[config.mk]
export PLATFORM = sky130hd
export DESIGN_NAME = fifo_word_unpacker
export DESIGN_NICKNAME = d
export VERILOG_FILES = /design/src/rtl/fifo_word_unpacker.sv
export SDC_FILE = /design/constraint.sdc
export NUM_CORES = 1
export LEC_CHECK = 0
export BUFFER_PORTS_ARGS = -buffer_cell sky130_fd_sc_hd__buf_2
export CAP_MARGIN = 40
export CORE_AREA = 10 10 96 98
export CTS_BUF_LIST = sky130_fd_sc_hd__clkbuf_16
export DETAILED_ROUTE_END_ITERATION = 7
export DIE_AREA = 0 0 106 108
export PLACE_DENSITY = 0.87
export SYNTH_ARGS = -nofsm -noshare
export SYNTH_HDL_FRONTEND = slang
export SYNTH_SLANG_ARGS = --single-unit
[constraint.sdc]
create_clock -name clk -period 2.2 [get_ports clk]
set_input_delay 0.33 -clock clk [delete_from_list [all_inputs] [get_ports clk]]
set_output_delay 0.33 -clock clk [all_outputs]
set_load 0.02 [all_outputs]
[src/rtl/fifo_word_unpacker.sv]
// Width converter behind a FIFO read port: pops one IN_WIDTH word and replays
// it as RATIO OUT_WIDTH beats, least-significant beat first.
module fifo_word_unpacker #(
  parameter int IN_WIDTH  = 64,
  parameter int OUT_WIDTH = 16
) (
  input  logic                                       clk,
  input  logic                                       arst_in,
  input  logic [IN_WIDTH-1:0]                        din,
  input  logic                                       input_valid,
  output logic                                       input_ready,
  output logic [OUT_WIDTH-1:0]                       qout,
  output logic                                       output_valid,
  input  logic                                       output_ready,
  output logic                                       output_last,
  output logic [$clog2(IN_WIDTH/OUT_WIDTH)-1:0]      beat_idx
);

  localparam int RATIO = IN_WIDTH / OUT_WIDTH;
  localparam int CNT_W = $clog2(RATIO);
  localparam logic [CNT_W-1:0] LAST_BEAT = CNT_W'(RATIO - 1);

  localparam logic EMPTY = 1'b0;
  localparam logic HOLD  = 1'b1;

  generate
    if (RATIO < 2 || (IN_WIDTH % OUT_WIDTH) != 0) begin : g_bad_ratio
      $error("fifo_word_unpacker: IN_WIDTH must be a multiple of OUT_WIDTH with RATIO >= 2");
    end
  endgenerate

  logic [IN_WIDTH-1:0] word_buf;
  logic [CNT_W-1:0]    cnt;
  logic                full;
  logic                at_last;
  logic                accept;
  logic                pop;

  assign at_last      = (cnt == LAST_BEAT);
  assign output_valid = (full == HOLD);
  // Refill is allowed in the same cycle the final beat leaves, so a steady
  // stream runs without a bubble between words.
  assign input_ready  = (full == EMPTY) || (output_ready && at_last);
  assign accept       = input_valid && input_ready;
  assign pop          = output_valid && output_ready;

  assign qout        = word_buf[int'(cnt) * OUT_WIDTH +: OUT_WIDTH];
  assign beat_idx    = cnt;
  assign output_last = output_valid && at_last;

  always_ff @(posedge clk or posedge arst_in) begin
    if (arst_in) begin
      word_buf <= '0;
      cnt      <= '0;
      full     <= EMPTY;
    end else if (full == EMPTY) begin
      if (accept) begin
        word_buf <= din;
        cnt      <= '0;
        full     <= HOLD;
      end
    end else if (pop) begin
      // Explicit wrap compare keeps non-power-of-two ratios in range.
      if (!at_last) begin
        cnt <= cnt + 1'b1;
      end else begin
        cnt <= '0;
        if (accept) begin
          word_buf <= din;
        end else begin
          full <= EMPTY;
        end
      end
    end
  end

endmodule

==> impl_metrics.ini <==
[outcome]
status = finished, final reports clean

[worst_setup_path]
critPathLaunchType = register
worstSetupPathType = register to primary output
worstPathMaxFanout = 7
reg2regPathDepth = 4
crit_arrival_ns = 1.74
critical_path_required_ns = 1.87
end_kind = primary output

[logic_synthesis]
avgSynthCellArea_um2 = 12.4
ys_top_cells_by_area = dfrtp_1 42%, o32ai_2 23%, mux4_2 9.1%
synthFlopType = dfrtp_1
yosysWarnings = 0
synth-edff-count = 0
synthArstFlopShare_pct = 100
yosysUniqueCellTypes = 22
synth_cells = 319
synth.cell_area_um2 = 3950
yosysTopAreaCell = dfrtp_1
synth_fp_nets = 388
ys_seq_area_share_pct = 42.4
synth_top_area_share_pct = 42.4
synth_seq_cells = 67
yosysMostFrequentCell = dfrtp_1
ys_top_cells_by_count = 67 x dfrtp_1, 66 x inv_1, 64 x nand2_1

[timing]
rsz0062_at_grt = false
finalWorstSetupSlack_ns = 0.126
fmax_ghz = 0.482
relSlewSlack_pct = 57.6
min_period_over_period_pct = 94.3
setup-tns-final_ns = 0
final-hold-violation-count = 0
timing.final.max_slew_violations = 0
setup_violations = 0
skew_ns = 0.00380
worst_pin_slew_ns = 0.637
finalCriticalPeriod_ns = 2.07
timing.hold.ws_ns = 0.0756

[cts]
cts_tree = yes
postCtsHoldBufs = 0
cts_made_buffers = 9
postCtsSetupRepairBufs = 0
post_cts_resized = 0
clk_pin_slew_ns = 0.05
cts_root_buf = clkbuf_16
htreeDepth = 3
clock_path_buffers = 2
clkSinkCount = 67
clk_latency_ns = 0.32

[grt]
overflow = 0
grt_pass1_wl_um = 15400
track_usage_pct = 16.9
grt_antenna_before_repair = 1
grt_pass1_vias = 3011
grt_max_degree = 68

[power_and_ir_drop]
p_per_area_nw_per_um2 = 1480
p_leak_nw = 2.21
power_mw = 6.82
switchingPower_mw = 2.48
ir_drop_mv = 0.669
swShare_pct = 36.3
power_frac_comb_pct = 49.7
seqPwrFrac_pct = 32.4
p_clk_share_pct = 17.9
p_int_mw = 4.35

[min_path]
min_path_type = input port to async pin

[layout]
postLayoutCellArea_um2 = 4630
fin_util_pct = 62.1
layout.cells.non_filler = 505
syn_to_final_growth_pct = 17.1
area.sequential_um2 = 1680
multiInputGateArea_um2 = 1760
fillCellCount = 616
fin_nets = 468
drive_gt1_share_pct = 48.1
diodes = 0

[routing]
finalWirelength_um = 9520
drc = 0
vias = 2752
drt-wirelength-per-cell_um = 18.9
dr.pass1.iters = 4
routed_via_density = 5.45
drt_iter0_drc = 154
ant_nets = 0

[placed_design]
dp_cells = 490
dpl_cell_area_um2 = 4370
dpl.hpwl_um = 6700
port_buffers = 88
place_congestion = 0.803
post-place-ws_ns = 0.352

[floorplanning]
num_io_pins = 89
start_util_pct = 53.0
die_area_um2 = 11400
die_h_um = 108
row_count = 32
die_w_um = 106
core_region_area_um2 = 7450

[job]
maxCapViolCount = 0
## metal layers
| layer | GRT usage [%] | share of wire [%] | vias to the layer above |
|---|---|---|---|
| met3 | 4.70 | 5.5 | 10 |
| met5 | 0 | 0.12 | - |
| met1 | 20.3 | 41 | 1390 |
| li1 | - | - | 1281 |
| met2 | 28.8 | 53 | 69 |
| met4 | 5.42 | 0.80 | 2 |
## sequential cells by signal (all words and copies together) (netlist names)
register and count:
output_valid 1, word_buf 64, beat_idx 2
## path summary, 6_finish.rpt
check	from	endpoint	slack, ns
setup / recovery	beat_idx[0]	qout[15]	0.13
hold reg to reg	word_buf[7]	word_buf[7]	0.55
min in group clk	din[13]	word_buf[13]	0.27
hold / removal	arst_in	word_buf[14]	0.08
max in group asynchronous	arst_in	word_buf[7]	1.84
setup reg to reg	beat_idx[0]	word_buf[6]	0.34
## placed cells by master, fill, tap and decap left out, drive strengths merged
cell type,synthesis,layout
mux4,16,16
dfrtp,67,67
nand2,64,64
buf,26,101
a21boi,1,1
and2,1,1
mux2i,1,1
nor2b,1,1
clkinv,0,4
ha,1,1
o32ai,64,64
clkbuf,6,9
a32o,2,2
and3,1,1
or2,1,1
inv,66,68
nor2,1,1
## power by group through the flow
stage	logic (mW)	registers [mW]	clock network [mW]
finish	3.39	2.21	1.22
global route	3.66	2.28	1.31
CTS	3.45	2.21	1.25
detailed placement	3.43	2.23	0
global placement	3.33	2.18	0
floorplan	2.81	2.09	0
## critical path: stages, from the launching register on
cell     delay, ns
dfrtp_1       0.54
buf_4         0.22
mux4_2        0.49
buf_2         0.17
## area by class of cell
cell class                 instances  area share (%)
sequential                        67            36.2
clock inverter                     6           0.568
inverter                          66            5.36
tap                              102            2.76
multi-input combinational        154            38.0
clock buffer                       9            4.87
timing repair buffer             101            12.2
## kinds of logic (layout without fill, tap and decap cells)
logic type | count (synthesis) | count (layout) | share of synthesized area [%]
muxes | 17 | 17 | 9.38
buffers and inverters | 98 | 182 | 13.5
adders and majority gates | 1 | 1 | 0.317
AOI/OAI and AO/OA | 67 | 67 | 27.5
DFF | 67 | 67 | 42.4
and+or+nand+nor | 69 | 69 | 6.81
Power figures use the tool's default switching activity.
